**src/rtl/uart_pkg.sv**
```systemverilog
// Shared UART definitions: FSM state encoding and bit-period helper.
// Imported by the receiver and the transmitter.
package uart_pkg;

  typedef enum logic [2:0] {
    S_IDLE,
    S_START,
    S_REC_BYTE,
    S_STOP,
    S_DATA
  } state_t;

  function automatic int cycle_of(
    input int clk_fre,
    input int baud_rate
  );
    return clk_fre * 1000000 / baud_rate;
  endfunction

endpackage

```
**src/rtl/uart_rx_if.sv**
```systemverilog
// Byte-out handshake of the UART receiver toward its consumer.
// Carries the received byte, valid/ready and error pulses.
interface uart_rx_if;

  logic [7:0] rx_data;
  logic       rx_data_valid;
  logic       rx_data_ready;
  logic       frame_err;
  logic       overrun_err;

  modport master (
    output rx_data,
    output rx_data_valid,
    output frame_err,
    output overrun_err,
    input  rx_data_ready
  );

  modport slave (
    input  rx_data,
    input  rx_data_valid,
    input  frame_err,
    input  overrun_err,
    output rx_data_ready
  );

endinterface

```
**src/rtl/uart_rx_sync.sv**
```systemverilog
// Two-flop synchroniser for rx_pin plus falling-edge detect.
// All flops reset high so reset release never looks like a start edge.
module uart_rx_sync (
  input  logic clk,
  input  logic rst_n,
  input  logic rx_pin,
  output logic rx_s,
  output logic fall
);

  logic s1;
  logic s2;
  logic rx_d;

  always_ff @(posedge clk or negedge rst_n) begin
    if (!rst_n) begin
      s1   <= 1'b1;
      s2   <= 1'b1;
      rx_d <= 1'b1;
    end else begin
      s1   <= rx_pin;
      s2   <= s1;
      rx_d <= s2;
    end
  end

  assign rx_s = s2;
  assign fall = rx_d & ~s2;

endmodule

```
**src/rtl/uart_rx.sv**
```systemverilog
// 8N1 UART receiver: mid-bit sampling, valid/ready byte output,
// framing and overrun error pulses.
module uart_rx
  import uart_pkg::*;
#(
  parameter int CLK_FRE   = 50,
  parameter int BAUD_RATE = 115200
) (
  input  logic       clk,
  input  logic       rst_n,
  input  logic       rx_pin,
  uart_rx_if.master  bus
);

  localparam int CYCLE = cycle_of(CLK_FRE, BAUD_RATE);
  localparam int MID   = CYCLE / 2 - 1;
  // An overrun frame is skipped up to its stop-bit midpoint,
  // so its internal falling edges are never taken as starts.
  localparam int IGN   = 9 * CYCLE + MID;

  localparam logic [15:0] MID_C = 16'(MID);
  localparam logic [15:0] END_C = 16'(CYCLE - 1);
  localparam logic [15:0] IGN_C = 16'(IGN);

  if (CYCLE < 4) begin : g_cycle_chk
    $error("uart_rx: CYCLE must be >= 4");
  end

  logic        rx_s;
  logic        fall;
  state_t      state;
  logic [15:0] cycle_cnt;
  logic [15:0] ign_cnt;
  logic [2:0]  bit_cnt;
  logic [7:0]  shift_reg;
  logic [7:0]  data_q;
  logic        valid_q;
  logic        fe_q;
  logic        ov_q;
  logic        edge_ok;

  uart_rx_sync u_sync (
    .clk    (clk),
    .rst_n  (rst_n),
    .rx_pin (rx_pin),
    .rx_s   (rx_s),
    .fall   (fall)
  );

  assign edge_ok = fall && (ign_cnt == 16'd0);

  always_ff @(posedge clk or negedge rst_n) begin
    if (!rst_n) begin
      state     <= S_IDLE;
      cycle_cnt <= 16'd0;
      ign_cnt   <= 16'd0;
      bit_cnt   <= 3'd0;
      shift_reg <= 8'd0;
      data_q    <= 8'd0;
      valid_q   <= 1'b0;
      fe_q      <= 1'b0;
      ov_q      <= 1'b0;
    end else begin
      fe_q      <= 1'b0;
      ov_q      <= 1'b0;
      cycle_cnt <= cycle_cnt + 16'd1;
      if (ign_cnt != 16'd0)
        ign_cnt <= ign_cnt - 16'd1;
      unique case (state)
        S_IDLE: begin
          if (edge_ok) begin
            state     <= S_START;
            cycle_cnt <= 16'd0;
            bit_cnt   <= 3'd0;
          end
        end
        S_START: begin
          if (cycle_cnt == MID_C && rx_s) begin
            state     <= S_IDLE;
            cycle_cnt <= 16'd0;
          end else if (cycle_cnt == END_C) begin
            state     <= S_REC_BYTE;
            cycle_cnt <= 16'd0;
          end
        end
        S_REC_BYTE: begin
          if (cycle_cnt == MID_C)
            shift_reg[bit_cnt] <= rx_s;
          if (cycle_cnt == END_C) begin
            cycle_cnt <= 16'd0;
            bit_cnt   <= bit_cnt + 3'd1;
            if (bit_cnt == 3'd7)
              state <= S_STOP;
          end
        end
        S_STOP: begin
          if (cycle_cnt == MID_C) begin
            cycle_cnt <= 16'd0;
            if (rx_s) begin
              data_q  <= shift_reg;
              valid_q <= 1'b1;
              state   <= S_DATA;
            end else begin
              fe_q  <= 1'b1;
              state <= S_IDLE;
            end
          end
        end
        S_DATA: begin
          if (bus.rx_data_ready) begin
            valid_q   <= 1'b0;
            state     <= S_IDLE;
            cycle_cnt <= 16'd0;
          end
          if (edge_ok) begin
            ov_q    <= 1'b1;
            ign_cnt <= IGN_C;
          end
        end
        default: begin
          state     <= S_IDLE;
          cycle_cnt <= 16'd0;
        end
      endcase
    end
  end

  assign bus.rx_data       = data_q;
  assign bus.rx_data_valid = valid_q;
  assign bus.frame_err     = fe_q;
  assign bus.overrun_err   = ov_q;

endmodule

```
**src/flat_wrapper.sv**
```systemverilog
// flat-port wrapper written by rule: the top's interface ports become plain ports
module uart_rx_flat import uart_pkg::*;
#(
  parameter int CLK_FRE   = 50,
  parameter int BAUD_RATE = 115200
)
  (clk, rst_n, rx_pin, bus_rx_data, bus_rx_data_valid, bus_frame_err, bus_overrun_err, bus_rx_data_ready);
  uart_rx_if bus_i ();
  input  logic clk;
  input  logic rst_n;
  input  logic rx_pin;
  output wire logic [$bits(bus_i.rx_data)-1:0] bus_rx_data;
  output wire logic [$bits(bus_i.rx_data_valid)-1:0] bus_rx_data_valid;
  output wire logic [$bits(bus_i.frame_err)-1:0] bus_frame_err;
  output wire logic [$bits(bus_i.overrun_err)-1:0] bus_overrun_err;
  input wire logic [$bits(bus_i.rx_data_ready)-1:0] bus_rx_data_ready;
  assign bus_rx_data = bus_i.rx_data;
  assign bus_rx_data_valid = bus_i.rx_data_valid;
  assign bus_frame_err = bus_i.frame_err;
  assign bus_overrun_err = bus_i.overrun_err;
  assign bus_i.rx_data_ready = bus_rx_data_ready;
  uart_rx #(.CLK_FRE(CLK_FRE), .BAUD_RATE(BAUD_RATE)) u_core (.clk(clk), .rst_n(rst_n), .rx_pin(rx_pin), .bus(bus_i));
endmodule
```
**config.mk**
```make
export PLATFORM = sky130hd
export DESIGN_NAME = uart_rx_flat
export DESIGN_NICKNAME = d
export VERILOG_FILES = /design/src/rtl/uart_pkg.sv /design/src/rtl/uart_rx_if.sv /design/src/rtl/uart_rx_sync.sv /design/src/rtl/uart_rx.sv /design/src/flat_wrapper.sv
export SDC_FILE = /design/constraint.sdc
export NUM_CORES = 1
export LEC_CHECK = 0
export ABC_AREA = 0
export CORE_AREA = 2 2 80 90
export DETAILED_ROUTE_END_ITERATION = 7
export DIE_AREA = 0 0 82 92
export PLACE_DENSITY = 0.61
export SYNTH_ARGS = -nofsm -noshare
export SYNTH_HDL_FRONTEND = slang
export SYNTH_SLANG_ARGS = --single-unit
```
**constraint.sdc**
```tcl
create_clock -name clk -period 2.25 [get_ports clk]
set_input_delay 0.45 -clock clk [delete_from_list [all_inputs] [get_ports clk]]
set_output_delay 0.45 -clock clk [all_outputs]
set_load 0.02 [all_outputs]
```
==> results.sh <==
export IMPL_setup_viol=0
export IMPL_ctsRootBufferMaster="sky130_fd_sc_hd__clkbuf_8"
export IMPL_clock_tree_from_tritoncts="built"
export IMPL_fin_worst_skew_ns=0.0124
export IMPL_critPathMaxStageDelay_ns=0.59
export IMPL_top_regs="u_core.cycle_cnt x16, u_core.ign_cnt x16"
export IMPL_dp_hpwl_um=3900
export IMPL_report_power_total_mw=2.32
export IMPL_grt_antenna_before_repair=0
export IMPL_drcViolationCount=0
export IMPL_synth_seq_area_share=0.516
export IMPL_drt_wirelength_per_cell_um=13.6
export IMPL_number_of_placed_instances_with_taps_included=391
export IMPL_worst_path_max_fanout=5
export IMPL_numCtsBuffers=9
export IMPL_place_congestion=0.879
export IMPL_fin_cells=408
export IMPL_worst_path_max_delay_cell="sky130_fd_sc_hd__or4_4"
export IMPL_cts_buffer_depth=2
export IMPL_mappedNetlistNets=279
export IMPL_finalInstanceArea_um2=3650
export IMPL_number_of_enable_flip_flop_cells_after_synthesis=0
export IMPL_max_cap_viol_count=0
export IMPL_postSynthRegisterBits=60
export IMPL_placed_area_um2=3360
export IMPL_design_die_area_um2=7540
export IMPL_cp_cell_sequence="or4_4, nor4_4, buf_4, nand3_2, nor3_2, mux2_2"
export IMPL_timing_final_crit_period_ns=2.24
export IMPL_synth_async_sr_flop_share=1.00
export IMPL_io_buffers=14
export IMPL_finalMaxSlewViolations=0
export IMPL_relSlewSlack=0.633
export IMPL_crit_path_start_kind="flop"
export IMPL_synth_top_cells_by_count="sky130_fd_sc_hd__dfrtp_1, sky130_fd_sc_hd__nor2_1, sky130_fd_sc_hd__mux2_2, sky130_fd_sc_hd__xnor2_1"
export IMPL_final_layout_size_suffix_gt1_frac=0.297
export IMPL_floorplan_initialDensity=0.434
export IMPL_syn_avg_cell_area_um2=10.8
export IMPL_synth_top_cells_by_area="sky130_fd_sc_hd__dfrtp_1, sky130_fd_sc_hd__mux2_2, sky130_fd_sc_hd__xnor2_1, sky130_fd_sc_hd__nor2_1, sky130_fd_sc_hd__xor2_1"
export IMPL_num_nets_final=328
export IMPL_ys_flop_type="sky130_fd_sc_hd__dfrtp_1"
export IMPL_synth_most_common_cell="sky130_fd_sc_hd__dfrtp_1"
export IMPL_drt_first_iter_violations=66
export IMPL_result_of_the_run="complete, no violations"
export IMPL_timing_hold_worst_class="input pin to async pin"
export IMPL_multiInputGateArea_um2=1410
export IMPL_post_synth_instance_area_um2=2920
export IMPL_drt_antenna_violating_nets=0
export IMPL_power_ir_vdd_worst_v=0.000432
export IMPL_post_drt_via_cell_ratio=5.12
export IMPL_detailed_routing_iteration_count_for_the_pre_antenna_repair_pass=4
export IMPL_post_route_period_util=0.993
export IMPL_cts_hold_buffers=0
export IMPL_grt_max_degree=25
export IMPL_grt_pass1_wl_um=9470
export IMPL_syn_instance_count=269
export IMPL_seqCellArea_um2=1510
export IMPL_antennaDiodeCount=0
export IMPL_clock_fmax_ghz=0.447
export IMPL_power_per_cell_area_nw_per_um2=635
export IMPL_cp_arrival_ns=2.46
export IMPL_worst_slew_pin_transition_ns=0.551
export IMPL_chipHeight_um=92
export IMPL_syn_to_final_growth_pct=25.2
export IMPL_final_core_utilization=0.543
export IMPL_ios=15
export IMPL_portion_of_synthesized_cell_area_occupied_by_the_leading_cell_type=0.489
export IMPL_clkTransAtPathRegs_ns=0.07
export IMPL_gr_usage_all_layers=0.166
export IMPL_crit_path_end_kind="flop"
export IMPL_critPathRequiredTime_ns=2.47
export IMPL_number_of_levels_the_h_tree_was_split_into=3
export IMPL_final_hold_violation_count=0
export IMPL_insertion_delay_ns=0.34
export IMPL_layout_filler_cells=581
export IMPL_yosysWarnings=0
export IMPL_leakagePower_nw=1.74
export IMPL_core_um2=6730
export IMPL_yosysUniqueCellTypes=47
export IMPL_cts_num_sinks=60
export IMPL_setup_repair_after_global_routing_missed_its_margin="yes"
export IMPL_global_route_overflow_total=0
export IMPL_placementRows=32
export IMPL_synth_top_area_cell="sky130_fd_sc_hd__dfrtp_1"
export IMPL_grt_pass1_vias=2081
export IMPL_drt_wl_total_um=5550
export IMPL_via_count=2087
export IMPL_die_width_um=82
export IMPL_critPathKind="flop to flop"
## cell type report
type | instances | share of cell area
clock inverter | 5 | 0.0137
timing repair buffer | 45 | 0.104
inverter | 13 | 0.0134
clock buffer | 11 | 0.0414
sequential | 60 | 0.412
tap | 85 | 0.0291
multi-input combinational | 189 | 0.386
## routing by layer
| metal | vias up | part of all wire | track usage |
|---|---|---|---|
| met5 | - | 0 | 0 |
| met4 | 0 | 0.017 | 0.0903 |
| met3 | 8 | 0.034 | 0.0423 |
| met2 | 30 | 0.46 | 0.249 |
| met1 | 1007 | 0.49 | 0.217 |
| li1 | 1042 | - | - |
## where the power goes
group          switching (mW)  total (mW)  internal [mW]
combinational           0.126       0.223         0.0968
clock                   0.400       0.963          0.563
sequential             0.0255        1.14           1.11
total                   0.551        2.32           1.77
## critical path: cells and delay by family (launching register included)
family,cells,cell delay (ns)
buffers and inverters,1,0.16
multiplexers,1,0.34
flip-flops,1,0.37
AND/OR/NAND/NOR,4,1.23
## what timing repair did
action                     4_1_cts  5_1_grt
setup endpoints to repair        6       39
gates resized for setup          5       13
pin swaps                        5        6
setup buffers                    0        1
## through the flow
| step | setup TNS (ns) | hold slack [ns] | worst slack [ns] |
|---|---|---|---|
| after floorplan | 0 | 0.154 | 0.000610 |
| after global placement | -0.0919 | 0.347 | -0.0754 |
| after detailed placement | -0.701 | 0.347 | -0.166 |
| after CTS | 0 | 0.101 | 0.00215 |
| after global routing | -1.30 | 0.130 | -0.0876 |
| final | 0 | 0.0861 | 0.0148 |
## cell usage in the layout (no fill, tap or decap), drive strengths merged, types with 8 or more instances in the layout
| master | n |
|---|---|
| dfrtp | 57 |
| clkbuf | 11 |
| inv | 13 |
| nand2 | 14 |
| buf | 32 |
| o21ai | 8 |
| xnor2 | 15 |
| clkdlybuf4s50 | 13 |
| mux2 | 17 |
| xor2 | 10 |
| nor3 | 14 |
| nand3 | 12 |
| nor2 | 34 |
## cells by family after synthesis
| logic type | Yosys count | share of synthesized area |
|---|---|---|
| and+or+nand+nor | 115 | 0.220 |
| DFF | 60 | 0.516 |
| xor gates and xnor gates | 25 | 0.0750 |
| AOI/OAI and AO/OA | 24 | 0.0622 |
| buffers and inverters | 20 | 0.0283 |
| muxes | 19 | 0.0725 |
| adders and majority gates | 6 | 0.0257 |
## worst paths after layout
| kind | end | slack [ns] | start | cells past startpoint |
|---|---|---|---|---|
| min in group clk | u_core.u_sync.rx_s$_DFF_PN1_ | 0.35 | u_core.u_sync.s1$_DFF_PN1_ | 0 |
| max in group asynchronous | u_core.u_sync.rx_d$_DFF_PN1_ | 1.41 | rst_n | 2 |
| worst max register to register | u_core.shift_reg[1]$_DFFE_PN0P_ | 0.01 | u_core.cycle_cnt[12]$_DFF_PN0_ | 6 |
| worst min register to register | u_core.u_sync.rx_s$_DFF_PN1_ | 0.35 | u_core.u_sync.s1$_DFF_PN1_ | 0 |
| worst max-delay path | u_core.shift_reg[1]$_DFFE_PN0P_ | 0.01 | u_core.cycle_cnt[12]$_DFF_PN0_ | 6 |
| worst min-delay path | u_core.ign_cnt[13]$_DFF_PN0_ | 0.09 | rst_n | 1 |
Power figures use the tool's default switching activity.
